$ cat src/rtl/key_conditioner.sv
// key_conditioner: synchronizes and debounces an active-low pushbutton, and
// produces a debounced level plus one-cycle press/release pulses.
// Optional auto-repeat of o_press while held: define KEY_CONDITIONER_REPEAT_EN.
// Without the macro the REPEAT state and repeat counter are not built.
module key_conditioner #(
   parameter int DEBOUNCE_CYCLES = 1000000,
   parameter int REPEAT_DELAY    = 25000000,
   parameter int REPEAT_PERIOD   = 10000000
) (
   input  logic clk,
   input  logic reset,
   input  logic i_key_n,
   output logic o_level,
   output logic o_press,
   output logic o_release
);

   localparam int                DEB_W    = $clog2(DEBOUNCE_CYCLES + 1);
   localparam logic [DEB_W-1:0]  DEB_LAST = DEB_W'(DEBOUNCE_CYCLES - 1);

   // Reject out-of-range configurations at elaboration time.
   if (DEBOUNCE_CYCLES < 2 || DEBOUNCE_CYCLES > 16777216 ||
       REPEAT_DELAY < 2 || REPEAT_PERIOD < 2) begin : g_bad_params
      $error("key_conditioner: parameter out of legal range");
   end

`ifdef KEY_CONDITIONER_REPEAT_EN
   typedef enum logic [1:0] {ST_IDLE, ST_HELD, ST_REPEAT} state_t;

   localparam int               RPT_MAX     = (REPEAT_DELAY > REPEAT_PERIOD) ?
                                              REPEAT_DELAY : REPEAT_PERIOD;
   localparam int               RPT_W       = $clog2(RPT_MAX + 1);
   localparam logic [RPT_W-1:0] DELAY_LAST  = RPT_W'(REPEAT_DELAY - 1);
   localparam logic [RPT_W-1:0] PERIOD_LAST = RPT_W'(REPEAT_PERIOD - 1);

   logic [RPT_W-1:0] r_rpt_cnt;
   logic [RPT_W-1:0] w_rpt_cnt_next;
`else
   typedef enum logic {ST_IDLE, ST_HELD} state_t;
`endif

   logic             r_sync1;
   logic             r_sync2;
   logic             r_sample;
   logic [DEB_W-1:0] r_deb_cnt;
   state_t           r_state;
   logic             r_level;
   logic             r_press;
   logic             r_release;

   logic             w_differ;
   logic             w_accept;
   state_t           w_state_next;
   logic             w_level_next;
   logic             w_press_next;
   logic             w_release_next;

   // Two-flop synchronizer plus a registered, inverted (active-high) sample.
   // Reset leaves the synchronizer at "released" so no false press follows.
   always_ff @(posedge clk) begin
      if (reset) begin
         r_sync1  <= 1'b1;
         r_sync2  <= 1'b1;
         r_sample <= 1'b0;
      end else begin
         r_sync1  <= i_key_n;
         r_sync2  <= r_sync1;
         r_sample <= ~r_sync2;
      end
   end

   assign w_differ = r_sample ^ r_level;
   assign w_accept = w_differ && (r_deb_cnt == DEB_LAST);

   // Debounce counter: counts consecutive disagreeing samples, clears on
   // agreement or on acceptance, so it never exceeds DEBOUNCE_CYCLES-1.
   always_ff @(posedge clk) begin
      if (reset) begin
         r_deb_cnt <= '0;
      end else if (!w_differ || w_accept) begin
         r_deb_cnt <= '0;
      end else begin
         r_deb_cnt <= r_deb_cnt + DEB_W'(1);
      end
   end

   // State register and registered outputs.
   always_ff @(posedge clk) begin
      if (reset) begin
         r_state   <= ST_IDLE;
         r_level   <= 1'b0;
         r_press   <= 1'b0;
         r_release <= 1'b0;
`ifdef KEY_CONDITIONER_REPEAT_EN
         r_rpt_cnt <= '0;
`endif
      end else begin
         r_state   <= w_state_next;
         r_level   <= w_level_next;
         r_press   <= w_press_next;
         r_release <= w_release_next;
`ifdef KEY_CONDITIONER_REPEAT_EN
         r_rpt_cnt <= w_rpt_cnt_next;
`endif
      end
   end

   // Next-state and output decode; an accepted release always wins over a
   // repeat pulse falling due in the same cycle.
   always_comb begin
      w_state_next   = r_state;
      w_level_next   = r_level;
      w_press_next   = 1'b0;
      w_release_next = 1'b0;
`ifdef KEY_CONDITIONER_REPEAT_EN
      w_rpt_cnt_next = '0;
`endif
      case (r_state)
         ST_IDLE: begin
            if (w_accept) begin
               w_state_next = ST_HELD;
               w_level_next = 1'b1;
               w_press_next = 1'b1;
            end
         end
         ST_HELD: begin
            if (w_accept) begin
               w_state_next   = ST_IDLE;
               w_level_next   = 1'b0;
               w_release_next = 1'b1;
            end
`ifdef KEY_CONDITIONER_REPEAT_EN
            else if (r_rpt_cnt == DELAY_LAST) begin
               w_state_next = ST_REPEAT;
               w_press_next = 1'b1;
            end else begin
               w_rpt_cnt_next = r_rpt_cnt + RPT_W'(1);
            end
`endif
         end
`ifdef KEY_CONDITIONER_REPEAT_EN
         ST_REPEAT: begin
            if (w_accept) begin
               w_state_next   = ST_IDLE;
               w_level_next   = 1'b0;
               w_release_next = 1'b1;
            end else if (r_rpt_cnt == PERIOD_LAST) begin
               w_press_next = 1'b1;
            end else begin
               w_rpt_cnt_next = r_rpt_cnt + RPT_W'(1);
            end
         end
`endif
         default: begin
            w_state_next = ST_IDLE;
            w_level_next = 1'b0;
         end
      endcase
   end

   assign o_level   = r_level;
   assign o_press   = r_press;
   assign o_release = r_release;

endmodule
$ cat config.mk
export PLATFORM = sky130hd
export DESIGN_NAME = key_conditioner
export DESIGN_NICKNAME = d
export VERILOG_FILES = /design/src/rtl/key_conditioner.sv
export SDC_FILE = /design/constraint.sdc
export NUM_CORES = 1
export LEC_CHECK = 0
export CAP_MARGIN = 25
export CORE_MARGIN = 10
export CORE_UTILIZATION = 30
export CTS_CLUSTER_SIZE = 16
export DETAILED_ROUTE_END_ITERATION = 6
export SLEW_MARGIN = 40
export SYNTH_ARGS = -nofsm -noshare
export SYNTH_HDL_FRONTEND = slang
export SYNTH_SLANG_ARGS = --single-unit
$ cat constraint.sdc
create_clock -name clk -period 1.7 [get_ports clk]
set_input_delay 0.255 -clock clk [delete_from_list [all_inputs] [get_ports clk]]
set_output_delay 0.255 -clock clk [all_outputs]
set_load 0.02 [all_outputs]
==> run_results.csv <==
group,metric,value,unit
placed_design,pre_cts_ws,-0.0267,ns
synth,synthArstFlopShare,0,
detailed_routing,firstDrtPassIters,4,
detailed_routing,drc,0,
timing,period_needed,1.71,ns
timing,finClkSkew,0.00642,ns
cts,hold_buffers,0,
synth,synth_seq_cells,27,
synth,synth.most_common_cell,"dfxtp_1",
finish,final_nets,166,
placed_design,detailed_place.area,0.00146,mm2
pwr,power_density,652,mW/mm2
setup_path,critPathRequiredTime,1.88,ns
pwr,pwr-share-comb,0.017,
timing,setup_viol,1,
placed_design,portBuffers,5,
setup_path,cp-end-kind,"flip-flop",
status,status,"finished with violations",
synth,synth_common_cells,"dfxtp_1 (27), nor2_1 (22), nand3_1 (9)",
global_routing,grt_overflow_total,0,
detailed_routing,wl,2440,um
placed_design,dp_hpwl,1810,um
finish,drive_gt1_frac,0.308,
synth,synth_edf_count,0,
hold_path,worstHoldStart,"r_sync2$_SDFF_PP1_",
synth,synthesis.area,0.00116,mm2
timing,tightest_slew,0.314,ns
cts,numClockSinks,27,
status,violations,"negative setup slack",
timing,post-route-period-util,1.01,
die,start_util,0.314,
timing,relSlewSlack,0.789,
setup_path,reg2reg_depth,9,
synth,synthCells,127,
synth,yosysUniqueCellTypes,26,
synth,synth_warnings,0,
pwr,p_seq_frac,0.630,
timing,fmax,584,MHz
global_routing,grtUsageTotal,0.0771,
detailed_routing,wl_per_cell,11.8,um
job,max-cap-violations,0,
pwr,p_int,0.809,mW
finish,n_antenna_cell,0,
die,fp-row-count,22,
global_routing,grt_pass1_wl,4180,um
setup_path,cp-start-kind,"flip-flop",
pwr,clkPwrFrac,0.354,
die,coreArea,0.00369,mm2
hold_path,hp-class,"reg -> reg",
pwr,p_sw,0.201,mW
cts,clockBufferDepth,2,
pwr,p_leak,0.572,nW
setup_path,r2r_start,"r_deb_cnt[1]$_SDFF_PP0_",
pwr,total_power,1.01,mW
cts,cts_tree,"built",
cts,cts_inserted_buffers,3,
hold_path,whs_path_depth,1,
detailed_routing,ant_nets,0,
detailed_routing,vias,992,
synth,yosysTopAreaCell,"dfxtp_1",
timing,setup_slack,-0.0116,ns
placed_design,place_congestion,0.812,
synth,synthTopCellsByArea,"dfxtp_1 (47%), nor2_1 (7.1%), xnor2_1 (6.0%), xor2_1 (5.3%), nand3_1 (3.9%)",
die,dieArea,0.00675,mm2
timing,final-hold-violation-count,0,
cts,clk_latency,0.27,ns
die,io_pins,6,
setup_path,worstPathMaxFanout,2,
finish,fin_area,0.00155,mm2
synth,syn-num-nets,133,
synth,avgSynthCellArea,9.13,um2
die,die_w,82.2,um
global_routing,grt_max_degree,21,
pwr,switching_share,0.199,
finish,area_growth,33.5,%
timing,setup_tns,-0.0116,ns
timing,rsz0062_at_grt,"yes",
synth,yosys.area.top_type_share,0.466,
setup_path,crit_type,"reg -> reg",
synth,yosysSeqAreaShare,0.466,
hold_path,hold_end,"r_sample$_SDFF_PP0_",
die,die_h,82.2,um
cts,clkTransAtPathRegs,0.09,ns
synth,synth_ff_type,"dfxtp_1",
setup_path,r2r_slack,-0.01,ns
setup_path,r2r_end,"o_level$_SDFFE_PP0P_",
global_routing,antenna_found_initial,0,
pwr,ir_drop,0.617,mV
global_routing,first_global_vias,1002,
cts,root_buffer,"clkbuf_8",
cts,htreeDepth,1,
setup_path,crit_arrival,1.89,ns
timing,drv_slew,0,
detailed_routing,routed_via_density,4.79,
detailed_routing,drt-initial-drc-count,68,
## metal layers
| layer | share of wire | GRT usage | up-vias |
|---|---|---|---|
| met2 | 0.49 | 0.138 | 13 |
| met3 | 0.034 | 0.0259 | 4 |
| met4 | 0.016 | 0.0255 | 0 |
| met5 | 0 | 0 | - |
| li1 | - | - | 511 |
| met1 | 0.46 | 0.0834 | 464 |
## flip-flops by register name (all words and copies together), names as in the netlist
signal and flops:
r_sample 1, r_sync1 1, o_level 1, o_release 1, r_state 1, o_press 1
r_sync2 1, r_deb_cnt 20
## cell families after synthesis
group / count (synthesis) / share of synthesized area
adders and majority gates: 3 / 0.0324
buffers and inverters: 7 / 0.0280
AOI/OAI and AO/OA: 10 / 0.0604
xor gates and xnor gates: 15 / 0.113
DFF: 27 / 0.466
and+or+nand+nor: 65 / 0.300
## power by group through the flow
stage	Clock (mW)	Combinational, mW	Sequential [mW]
after detailed placement	0	0.0172	0.651
after CTS	0.382	0.0172	0.636
after global placement	0	0.0164	0.651
final	0.357	0.0169	0.636
after global routing	0.405	0.0184	0.637
after floorplan	0	0.00593	0.651
## stage by stage
| stage | cells | utilization | hold WS [ns] |
|---|---|---|---|
| final | 207 | 0.420 | 0.380 |
| after floorplan | 127 | - | 0.327 |
| after detailed placement | 201 | 0.397 | 0.369 |
| after CTS | 207 | 0.415 | 0.383 |
| after global routing | 207 | 0.420 | 0.401 |
| after global placement | 201 | 0.397 | 0.366 |
## layout by cell type (no fill, tap or decap), drive strengths merged, types with 5 or more instances in the layout
master | Yosys | layout
nand4 | 8 | 8
dfxtp | 27 | 27
nor2 | 22 | 22
clkdlybuf4s50 | 0 | 5
xor2 | 7 | 7
xnor2 | 8 | 8
buf | 3 | 26
nand3 | 9 | 9
## worst max-delay path by stage
| stage | start | endpoint | slack [ns] |
|---|---|---|---|
| detailed placement | r_deb_cnt[13]$_SDFF_PP0_ | o_level$_SDFFE_PP0P_ | -0.03 |
| floorplan | r_deb_cnt[0]$_SDFF_PP0_ | o_level$_SDFFE_PP0P_ | 0.01 |
| global placement | r_deb_cnt[13]$_SDFF_PP0_ | o_level$_SDFFE_PP0P_ | 0.07 |
| CTS | r_deb_cnt[1]$_SDFF_PP0_ | o_level$_SDFFE_PP0P_ | 0.01 |
| finish | r_deb_cnt[1]$_SDFF_PP0_ | o_level$_SDFFE_PP0P_ | -0.01 |
| global route | r_deb_cnt[0]$_SDFF_PP0_ | o_level$_SDFFE_PP0P_ | -0.13 |
## layout make-up
class                      count  area, um2
clock buffer                   3       41.3
clock inverter                 1       5.00
fill                         376       2140
inverter                       4       15.0
multi-input combinational     93        627
sequential                    27        543
tap                           48       60.1
timing repair buffer          31        258
## timing repair
item | CTS | global route
resized for setup | 2 | 4
buffers inserted | 2 | 0
pin swaps | 6 | 0
gates cloned | 0 | 0
endpoints found under the setup margin | 1 | 8
endpoints found under the hold margin | 0 | 0
## critical path, stage by stage, from the launching register on
cell	delay, ns
dfxtp_2	0.34
ha_2	0.18
and4_4	0.22
nand2_2	0.08
nor3_4	0.18
nand2_2	0.08
ha_2	0.21
nor2_4	0.11
nor2_1	0.04
a211oi_1	0.18
Power figures use the tool's default switching activity.
